## src/rtl/ne4_share_sched.sv

```systemverilog
`default_nettype none
// ============================================================================
// Module      : ne4_share_sched
// Description : Round-robin scheduler that time-shares one external 4-bit
//               inequality comparator among NREQ requesters. The granted
//               requester's operands are latched at grant and streamed
//               through the comparator one nibble per cycle, LS nibble first.
//               The transaction ends at the first differing nibble or after
//               the last nibble, and a one-cycle DONE strobe is raised.
// Ports       : CLK/RESETN - clock, asynchronous active-low reset
//               REQ, A, B  - per-requester request level and packed operands
//               GNT, BUSY  - one-hot grant, busy (COMPARE or DONE)
//               DONE, DONE_ID, NE - result strobe, requester index, result
//               CMP_I0/CMP_I1/CMP_O - shared comparator interface
// Revision    : 1.0 - initial release
// ============================================================================
module ne4_share_sched #(
    parameter int NREQ  = 4,
    parameter int WIDTH = 16
) (
    input  logic                       CLK,
    input  logic                       RESETN,
    input  logic [NREQ-1:0]            REQ,
    input  logic [NREQ*WIDTH-1:0]      A,
    input  logic [NREQ*WIDTH-1:0]      B,
    output logic [NREQ-1:0]            GNT,
    output logic                       BUSY,
    output logic                       DONE,
    output logic [$clog2(NREQ)-1:0]    DONE_ID,
    output logic                       NE,
    output logic [3:0]                 CMP_I0,
    output logic [3:0]                 CMP_I1,
    input  logic                       CMP_O
);

    localparam int IW   = $clog2(NREQ);
    localparam int NNIB = WIDTH / 4;
    localparam int KW   = (NNIB > 1) ? $clog2(NNIB) : 1;

    localparam logic [IW:0]   NREQ_W   = (IW+1)'(NREQ);
    localparam logic [IW-1:0] SEL_LAST = IW'(NREQ - 1);
    localparam logic [KW-1:0] K_LAST   = KW'(NNIB - 1);

    typedef enum logic [1:0] {
        ST_IDLE    = 2'd0,
        ST_COMPARE = 2'd1,
        ST_DONE    = 2'd2
    } state_t;

    state_t             state_q, state_d;
    logic [IW-1:0]      ptr_q, ptr_d;
    logic [KW-1:0]      k_q, k_d;
    logic [WIDTH-1:0]   opa_q, opa_d;
    logic [WIDTH-1:0]   opb_q, opb_d;
    logic [IW-1:0]      sel_q, sel_d;
    logic [NREQ-1:0]    gnt_q, gnt_d;
    logic               ne_q, ne_d;
    logic [IW-1:0]      done_id_q, done_id_d;

    // Round-robin pick
    logic               found;
    logic [IW-1:0]      pick;
    logic [IW:0]        cand;
    logic [WIDTH-1:0]   a_pick;
    logic [WIDTH-1:0]   b_pick;
    logic [3:0]         nib_a;
    logic [3:0]         nib_b;

    // Scan ptr, ptr+1, ... (mod NREQ) and take the first requester found.
    always_comb begin
        found = 1'b0;
        pick  = '0;
        cand  = '0;
        for (int i = 0; i < NREQ; i++) begin
            cand = {1'b0, ptr_q} + (IW+1)'(i);
            if (cand >= NREQ_W) begin
                cand = cand - NREQ_W;
            end
            for (int j = 0; j < NREQ; j++) begin
                if (!found && (cand == (IW+1)'(j)) && REQ[j]) begin
                    found = 1'b1;
                    pick  = IW'(j);
                end
            end
        end
    end

    // Operand slice of the picked requester.
    always_comb begin
        a_pick = '0;
        b_pick = '0;
        for (int i = 0; i < NREQ; i++) begin
            if (pick == IW'(i)) begin
                a_pick = A[i*WIDTH +: WIDTH];
                b_pick = B[i*WIDTH +: WIDTH];
            end
        end
    end

    // Nibble k of the latched operands.
    always_comb begin
        nib_a = 4'd0;
        nib_b = 4'd0;
        for (int i = 0; i < NNIB; i++) begin
            if (k_q == KW'(i)) begin
                nib_a = opa_q[4*i +: 4];
                nib_b = opb_q[4*i +: 4];
            end
        end
    end

    always_comb begin
        state_d   = state_q;
        ptr_d     = ptr_q;
        k_d       = k_q;
        opa_d     = opa_q;
        opb_d     = opb_q;
        sel_d     = sel_q;
        gnt_d     = gnt_q;
        ne_d      = ne_q;
        done_id_d = done_id_q;

        case (state_q)
            ST_IDLE: begin
                if (found) begin
                    opa_d   = a_pick;
                    opb_d   = b_pick;
                    sel_d   = pick;
                    gnt_d   = {{(NREQ-1){1'b0}}, 1'b1} << pick;
                    k_d     = '0;
                    state_d = ST_COMPARE;
                end
            end
            ST_COMPARE: begin
                if (CMP_O) begin
                    // Early termination on first differing nibble.
                    ne_d      = 1'b1;
                    done_id_d = sel_q;
                    state_d   = ST_DONE;
                end else if (k_q == K_LAST) begin
                    ne_d      = 1'b0;
                    done_id_d = sel_q;
                    state_d   = ST_DONE;
                end else begin
                    k_d = k_q + KW'(1);
                end
            end
            ST_DONE: begin
                gnt_d   = '0;
                ptr_d   = (sel_q == SEL_LAST) ? '0 : sel_q + IW'(1);
                state_d = ST_IDLE;
            end
            default: begin
                state_d = ST_IDLE;
            end
        endcase
    end

    always_ff @(posedge CLK or negedge RESETN) begin
        if (!RESETN) begin
            state_q   <= ST_IDLE;
            ptr_q     <= '0;
            k_q       <= '0;
            opa_q     <= '0;
            opb_q     <= '0;
            sel_q     <= '0;
            gnt_q     <= '0;
            ne_q      <= 1'b0;
            done_id_q <= '0;
        end else begin
            state_q   <= state_d;
            ptr_q     <= ptr_d;
            k_q       <= k_d;
            opa_q     <= opa_d;
            opb_q     <= opb_d;
            sel_q     <= sel_d;
            gnt_q     <= gnt_d;
            ne_q      <= ne_d;
            done_id_q <= done_id_d;
        end
    end

    assign GNT     = gnt_q;
    assign BUSY    = (state_q != ST_IDLE);
    assign DONE    = (state_q == ST_DONE);
    assign DONE_ID = done_id_q;
    assign NE      = ne_q;
    assign CMP_I0  = (state_q == ST_COMPARE) ? nib_a : 4'd0;
    assign CMP_I1  = (state_q == ST_COMPARE) ? nib_b : 4'd0;

endmodule
`default_nettype wire
```

## config.mk

```make
export PLATFORM = sky130hd
export DESIGN_NAME = ne4_share_sched
export DESIGN_NICKNAME = d
export VERILOG_FILES = /design/src/rtl/ne4_share_sched.sv
export SDC_FILE = /design/constraint.sdc
export NUM_CORES = 1
export LEC_CHECK = 0
export BUFFER_PORTS_ARGS = -buffer_cell sky130_fd_sc_hd__buf_2
export CAP_MARGIN = 20
export CORE_AREA = 2 2 85 87
export DETAILED_ROUTE_END_ITERATION = 8
export DIE_AREA = 0 0 87 89
export GPL_TIMING_DRIVEN = 1
export PLACE_DENSITY = 0.86
export SLEW_MARGIN = 0
export SYNTH_ARGS = -nofsm -noshare
export SYNTH_HDL_FRONTEND = slang
export SYNTH_SLANG_ARGS = --single-unit
```

## constraint.sdc

```tcl
create_clock -name CLK -period 6.1 [get_ports CLK]
set_input_delay 1.22 -clock CLK [delete_from_list [all_inputs] [get_ports CLK]]
set_output_delay 1.22 -clock CLK [all_outputs]
set_load 0.1 [all_outputs]
```

# Yosys cells after proc, flatten, opt, wreduce, memory -nomap -nowiden

Index checks and enable logic that the tools add are counted.

Bits in registers: 47
Input port bits: 135
Output and inout port bits: 17
Logic and storage cells: 178

Add/sub/neg operators: 9
Magnitude comparators: 4
Equal/unequal tests: 25
Shift-type cells: 1
Mux-type cells: 68
Reduce and logical (&&, ||, !) cells: 62

Operators with widths:

| cell                                                                  | count |
|---|---|
| 16-bit two-way mux                                                    | 8 |
| 2-bit two-way mux                                                     | 23 |
| 4-bit two-way mux                                                     | 11 |
| 1-bit logical AND                                                     | 31 |
| 3-bit by 2-bit equality test with 1-bit output, second input constant | 8 |
| 1-bit two-way mux                                                     | 19 |
| 1-bit logical NOT                                                     | 15 |
| 2-bit equality test, second input constant                            | 6 |
| 3-bit by 1-bit equality test with 1-bit output, second input constant | 4 |
| 3-bit logical NOT                                                     | 4 |
| 3-bit two-way mux                                                     | 4 |
| 3-bit >= comparator, second input constant                            | 3 |
| 3-bit subtractor, second input constant                               | 3 |
| 2-bit case mux with 2 select lines                                    | 2 |
| 4-bit case mux with 2 select lines                                    | 1 |
| 2-bit AND reduction                                                   | 4 |
| 2-bit nonzero test                                                    | 4 |
| 2-bit by 2-bit adder with 3-bit output, second input constant         | 2 |
| 2-bit by 1-bit equality test with 1-bit output, second input constant | 3 |
| 2-bit logical NOT                                                     | 3 |
| 2-bit inequality test, second input constant                          | 3 |
| 2-bit by 1-bit adder with 2-bit output, second input constant         | 2 |
| 4-bit AND reduction                                                   | 1 |
| 1-bit by 2-bit left shift with 4-bit output, first input constant     | 1 |
| 4 further kinds                                                       | 4 |

# Logic depth before layout (Yosys ltp)

Gate-level depths: netlist of the first run.

Depth in word-level cells: 70
Depth in mapped cells: 9
Depth with buffers taken out: 7

# Worst setup path before layout of the first run

Ideal clock, no wire load.

Path kind: reg2out
Start point: register k_q[0]
End point: output CMP_I0[2]
Arrival time: 2.647 ns
Data required time: 4.880 ns
Slack: 2.233 ns
Cell stages (with the launch flop): 9
Buffers on the path: 2
Cells stage by stage: dfrtp_1 -> ha_1 -> clkbuf_1 -> nor2b_1 -> clkbuf_1 -> a221oi_1 -> nor3_1 -> a21oi_1 -> nor2_1

Longest elaborated chain between the ends: 6
Elaborated cells on any way between the ends: 9
Those cells by class: eq/ne: 3; mux: 5; reduce/logical: 1

Ends and longest elaborated chain:

| element                        | RTL line | source |
|---|---|---|
| start: declaration             | 52       | `logic [KW-1:0] k_q, k_d;` |
| start signal: assignment       | 173      | `k_q <= k_d;` |
| 2-bit logical NOT              | 105      | `if (k_q == KW'(i)) begin` |
| 4-bit two-way mux (3 in a row) | 105      |  |
| 4-bit two-way mux *            | 105      |  |
| 4-bit two-way mux *            | 188      | `assign CMP_I0 = (state_q == ST_COMPARE) ? nib_a : 4'd0;` |
| end: declaration               | 31       | `output logic [3:0] CMP_I0,` |

Mark *: on every way between the ends. The rest lies on a longest branch, timed or not.

# Worst setup path after layout of the first run

Start point: register k_q[1]
End point: output CMP_I1[1]

Longest elaborated chain between the ends: 6
Elaborated cells on any way between the ends: 9
Those cells by class: eq/ne: 3; mux: 5; reduce/logical: 1

Ends and longest elaborated chain:

| element                        | RTL line | source |
|---|---|---|
| 2-bit logical NOT              | 105      |  |
| 4-bit two-way mux (3 in a row) | 105      |  |
| 4-bit two-way mux *            | 105      |  |
| 4-bit two-way mux *            | 189      | `assign CMP_I1 = (state_q == ST_COMPARE) ? nib_b : 4'd0;` |
| end: declaration               | 32       | `output logic [3:0] CMP_I1,` |

Marks and branches as above.

==> qor.csv, run 1 <==
metric,value,unit
H-tree depth,2,
clock skew,13.02,ps
postcts setup bufs,0,
Slew @ Worst Pin,1003,ps
CTS max path bufs,2,
Std-Cell Rows,30,
syn_nets,559,
width of the die,87,um
final instance area,4354,um2
worst path cell trace,"inv_1, ha_1, nor2b_1, a221oi_1, nor3_1, a21oi_1, nor2_1, buf_2",
maxcap violations,0,
Hold Buf Count CTS,0,
maximum vdd drop,0.2480,mV
layout cells sized above 1,36.86,%
type of origin of the critical path,register,
post-synth cell types,37,
Yosys warnings,0,
Worst Hold Class,register to register,
number of synthesized flops with an enable pin,0,
setup TNS,0,ps
Slew Limit Fails,0,
Synth top area share,33.68,%
quantity of gates resized following cts,0,
IO Pins,152,
Synth Area in Compound Gates,35.54,%
nets@finish,687,
first-pass GRT wire length,15440,um
PwrDens,512.2,nW/um2
placed cell areas,4235,um2
worst-skew pair later-pin latency,300,ps
drt first-iter violations,243,
Cells after Synth,419,
slowest CP cell,nor2b_1,
final routed DRC violation total,0,
Final Power,2.230,mW
TritonCTS buffer count,5,
most common cell in the netlist,inv_1,
RSZ-0062 raised after global routing,false,
"Core Util, Final",64.80,%
worst hold slack,496.8,ps
WL final,10160,um
critical path data required time,4880,ps
ANT cells,0,
adder-cell share of the synthesized area,1.791,%
period utilization,61.84,%
die area,7743,um2
DP Wirelength,7668,um
post-synth top area cell,dfrtp_1,
Initial DRT Pass Iterations,4,
largest family of logic cells by synthesized area,compound AO/OA/AOI/OAI gates,
"Clk pin slew, worst setup/hold paths",90,ps
Crit Path Category,register to primary output,
CP arrival,2550,ps
Tmin final,3772,ps
gpl congestion,0.8369,
Finish-stage setup viols,0,
mux cell area share after synthesis,1.576,%
Placeable Area,6719,um2
GRT Overall Usage,25.24,%
vias in the first global route,3336,
Post-Synth Simple-Gate Area,14.22,%
top post-synthesis cells by area,"dfrtp_1, inv_1, o32ai_1, a221oi_1, nor2_1",
Initial Util,51.97,%
global route overflow,0,
Syn Area/Cell,8.334,um2
Max transition margin,32.97,%
Max Freq,265.1,MHz
Yosys reg bits,47,
Avg WL per Cell,16.17,um
Fin. Hold Viols,0,
CTS tree,yes,
DRT antenna net count,0,
Layout area overhead,24.69,%
largest net degree at the start of global routing,80,
"Async S/R FF share, synth",100.0,%
clk sink count,47,
port bufs,151,
detailed-route via count,3687,
xor and xnor area share after synthesis,0,%
Crit. End Element,primary output,
via/cell ratio,5.871,
Die H,89,um
Post-synth top cells,"inv_1, dfrtp_1, nor2_1, nand2_1, o32ai_1",
Root Driver,clkbuf_8,
CP max FO,10,
"Primary FF master, synth",dfrtp_1,
Leak Pwr,2.238,nW
outcome,"finished, final reports clean",
initial antenna violation count,0,
"slowest stage delay, CP",460,ps
sequential fraction of the synthesis area,33.68,%
Mapped Area,3492,um2
==> where the power goes <==
group	leakage (nW)	internal, mW	switching, mW
registers	0.581	0.463	0.121
clock network	0.0474	0.0926	0.106
logic	1.61	0.438	1.01
total	2.24	0.994	1.24
==> cell type report <==
type | count | area, um2
Tap cell | 80 | 100.1
Clock buffer | 6 | 82.58
Timing Repair Buffer | 158 | 820.8
Fill cell | 581 | 2365
Multi-Input combinational cell | 261 | 1881
Inverter | 74 | 277.8
Sequential cell | 47 | 1176
Clock inverter | 2 | 16.27
==> sequential cells by signal (all words and copies together) (netlist names) <==
name     flops
DONE_ID      2
GNT          4
NE           1
k_q          2
opa_q       16
opb_q       16
ptr_q        2
sel_q        2
state_q      2
==> per-stage QoR <==
| stage | std cells | setup slack (ps) |
|---|---|---|
| 2_1_floorplan | 419 | 2233 |
| 3_3_place_gp | 619 | 2743 |
| 3_5_place_dp | 619 | 2682 |
| 4_1_cts | 627 | 2322 |
| 5_1_grt | 628 | 2146 |
| 6_report | 628 | 2328 |
==> per-layer routing <==
layer	up-vias	wire length, um	share of wire, %	track usage, %
met5	-	0	0	0
met4	0	178	1.8	7.813
met3	16	599	5.9	3.416
met2	172	4984	49	43.51
met1	1733	4394	43	33.08
li1	1766	-	-	-
==> worst paths after layout <==
path	start	end	slack [ps]	depth (start not counted)
worst min register to register	opa_q[9]$_DFFE_PN0P_	opa_q[9]$_DFFE_PN0P_	500	2
min in group asynchronous	RESETN	opa_q[10]$_DFFE_PN0P_	780	1
worst max-delay path	k_q[1]$_DFFE_PN0P_	CMP_I1[1]	2330	8
worst min-delay path	opa_q[9]$_DFFE_PN0P_	opa_q[9]$_DFFE_PN0P_	500	2
max in group asynchronous	RESETN	opb_q[9]$_DFFE_PN0P_	4830	2
worst max register to register	ptr_q[1]$_DFFE_PN0P_	opa_q[13]$_DFFE_PN0P_	3530	6
==> logic make-up after synthesis <==
group / Yosys count
AOI/OAI and AO/OA: 139
and+or+nand+nor: 112
buffers and inverters: 111
DFF: 47
muxes: 5
adders and majority gates: 5
==> placed cells by master, fill, tap and decap left out, types with 2 or more instances in the layout <==
master / synthesis / routed
buf_4: 7 / 6
nor2b_1: 8 / 8
o221ai_2: 0 / 2
ha_1: 5 / 5
mux2_2: 4 / 4
inv_1: 73 / 73
dfrtp_1: 47 / 47
clkbuf_8: 0 / 6
nor3_1: 7 / 7
a21oi_1: 12 / 12
o32ai_1: 31 / 31
a221oi_1: 28 / 28
a221oi_2: 10 / 10
o31ai_1: 22 / 22
nand3_1: 6 / 6
nand2_1: 34 / 34
buf_2: 14 / 151
o21ai_0: 14 / 14
o31ai_2: 10 / 10
a2111oi_4: 2 / 2
nor2_1: 46 / 46
nand2b_1: 5 / 5
or3_1: 2 / 2
==> critical path: cells and delay by family (launching register included) <==
family,cells,cell delay (ps)
AO/OA/AOI/OAI,2,210
adder cells (fa/ha/maj),1,300
buffers and inverters,2,540
flip-flops,1,410
AND/OR/NAND/NOR,3,800
(Power assumes the default switching activity.)
==> run 2, diff against run 1 <==
--- a/config.mk
+++ b/config.mk
@@ -7,11 +7,11 @@
 export LEC_CHECK = 0
 export BUFFER_PORTS_ARGS = -buffer_cell sky130_fd_sc_hd__buf_2
 export CAP_MARGIN = 20
-export CORE_AREA = 2 2 85 87
+export CORE_AREA = 2 2 93 95
 export DETAILED_ROUTE_END_ITERATION = 8
-export DIE_AREA = 0 0 87 89
+export DIE_AREA = 0 0 95 97
 export GPL_TIMING_DRIVEN = 1
-export PLACE_DENSITY = 0.86
+export PLACE_DENSITY = 0.76
 export SLEW_MARGIN = 0
 export SYNTH_ARGS = -nofsm -noshare
 export SYNTH_HDL_FRONTEND = slang
==> constraint.sdc (replaced) <==
create_clock -name CLK -period 3.4 [get_ports CLK]
set_input_delay 0.68 -clock CLK [delete_from_list [all_inputs] [get_ports CLK]]
set_output_delay 0.68 -clock CLK [all_outputs]
set_load 0.1 [all_outputs]
==> run 2 against run 1 <==
Hold slack worse by 280 ps. Core utilization is 10 points lower. Final cell count is 4.3% higher. First-iteration DRC count increased by 5.8%. Register-to-register slack got worse by 2700 ps. Sequential share of layout area is 0.58 points lower. Critical path depth unchanged. Via count fell by 0.81%. Wire length increased by 3.0%. Global-route usage is 2.5 points lower. Clock power is 140% higher.
==> qor.csv, run 2 (synthesis gave the netlist of run 1 again) <==
metric,value,unit
"leading cell type in the layout, fill and taps excluded",buf_2,
Root Driver,clkbuf_8,
dpl ws,511.2,ps
Clock power frac,11.6,%
gpl congestion,0.8121,
Layout area overhead,27.41,%
layout cells sized above 1,37.09,%
CTS max path bufs,2,
Std-Cell Rows,33,
Final Power,4.174,mW
Leak Pwr,2.273,nW
DRT antenna net count,0,
Crit Path Category,register to primary output,
CP arrival,2400,ps
Hold Buf Count CTS,0,
"Core Util, Final",54.70,%
Fin. Hold Viols,0,
filler cell count,772,
initial antenna violation count,0,
Finish-stage setup viols,0,
GRT Overall Usage,22.75,%
detailed-route via count,3657,
Worst R2R Path Depth,6,
multi-input logic area,1883,um2
WL final,10460,um
outcome,"finished, final reports clean",
postcts setup bufs,0,
Switching Fraction,53.44,%
worst-skew pair later-pin latency,300,ps
port bufs,151,
Reg area,1176,um2
most frequent cells in the layout,"buf_2, inv_1, dfrtp_1",
ANT cells,0,
DP Wirelength,7993,um
"Clk pin slew, worst setup/hold paths",90,ps
TritonCTS buffer count,5,
critical path data required time,2720,ps
first-pass GRT wire length,16810,um
width of the die,95,um
Slew Limit Fails,0,
via/cell ratio,5.583,
Initial Util,42.93,%
Comb power frac,63.4,%
vias in the first global route,3537,
setup TNS,0,ps
period utilization,90.65,%
maximum vdd drop,0.3350,mV
final worst setup slack,317.9,ps
maxcap violations,0,
final routed DRC violation total,0,
sequential power share,25.0,%
Net Switching,2.230,mW
type of origin of the critical path,register,
RSZ-0062 raised after global routing,false,
global route overflow,0,
Tmin final,3082,ps
Worst Hold Class,input pin to asynchronous set/reset pin,
H-tree depth,2,
Placeable Area,8134,um2
Crit. End Element,primary output,
clk sink count,47,
Slew @ Worst Pin,778.5,ps
die area,9215,um2
Max Freq,324.5,MHz
worst hold slack,211.9,ps
Max transition margin,48.10,%
Internal Pwr Total,1.943,mW
Avg WL per Cell,15.97,um
largest net degree at the start of global routing,56,
IO Pins,152,
CTS tree,yes,
CP max FO,10,
Die H,97,um
drt first-iter violations,257,
PwrDens,938.1,nW/um2
clock skew,7.492,ps
nets@finish,689,
Initial DRT Pass Iterations,5,
[run 2: repair_timing]
action	4_1_cts	5_1_grt
hold endpoints to repair	0	0
endpoints found under the setup margin	0	4
resized for setup	0	1
[run 2: layer usage]
layer	global-route usage [%]	up-vias	routed length, um
met2	37.59	186	4887
met3	3.037	22	859
met1	30.72	1683	4480
met4	7.023	0	234
met5	0	-	0
li1	-	1766	-
[run 2: final timing paths]
| kind | from | endpoint | slack [ps] |
|---|---|---|---|
| worst min register to register | opb_q[15]$_DFFE_PN0P_ | opb_q[15]$_DFFE_PN0P_ | 490 |
| max in group asynchronous | RESETN | opa_q[5]$_DFFE_PN0P_ | 2710 |
| worst min-delay path | RESETN | GNT[0]$_DFFE_PN0P_ | 210 |
| worst max register to register | ptr_q[1]$_DFFE_PN0P_ | opb_q[0]$_DFFE_PN0P_ | 850 |
| min in group CLK | opb_q[15]$_DFFE_PN0P_ | opb_q[15]$_DFFE_PN0P_ | 490 |
| worst max-delay path | k_q[1]$_DFFE_PN0P_ | CMP_I1[0] | 320 |
[run 2: final cells by class]
| cell class | count | share of cell area (%) |
|---|---|---|
| clock buffer | 6 | 1.631 |
| tap | 105 | 2.953 |
| timing repair buffer | 160 | 19.07 |
| clock inverter | 2 | 1.350 |
| multi-input combinational | 261 | 42.32 |
| inverter | 74 | 6.243 |
| sequential | 47 | 26.43 |
[run 2: power groups by stage]
stage	Sequential [mW]	Combinational, mW	Clock, mW
5_1_grt	1.08	2.85	0.516
3_5_place_dp	1.05	2.62	0
2_1_floorplan	1.20	1.92	0
4_1_cts	1.04	2.63	0.490
6_report	1.04	2.64	0.484
3_3_place_gp	1.05	2.56	0
[run 2: stage by stage]
step / cells / instance area [um2]
2_1_floorplan: 419 / 3492
5_1_grt: 655 / 4449
6_report: 655 / 4449
3_3_place_gp: 646 / 4294
4_1_cts: 654 / 4427
3_5_place_dp: 646 / 4294
[run 2: worst max-delay path: stages, from the launching register on]
cell and delay [ps]:
dfrtp_1 400, inv_1 80, ha_1 310, nor2b_2 330
a221oi_1 130, nor3_1 170, a21oi_1 60, nor2_1 160
buf_2 450
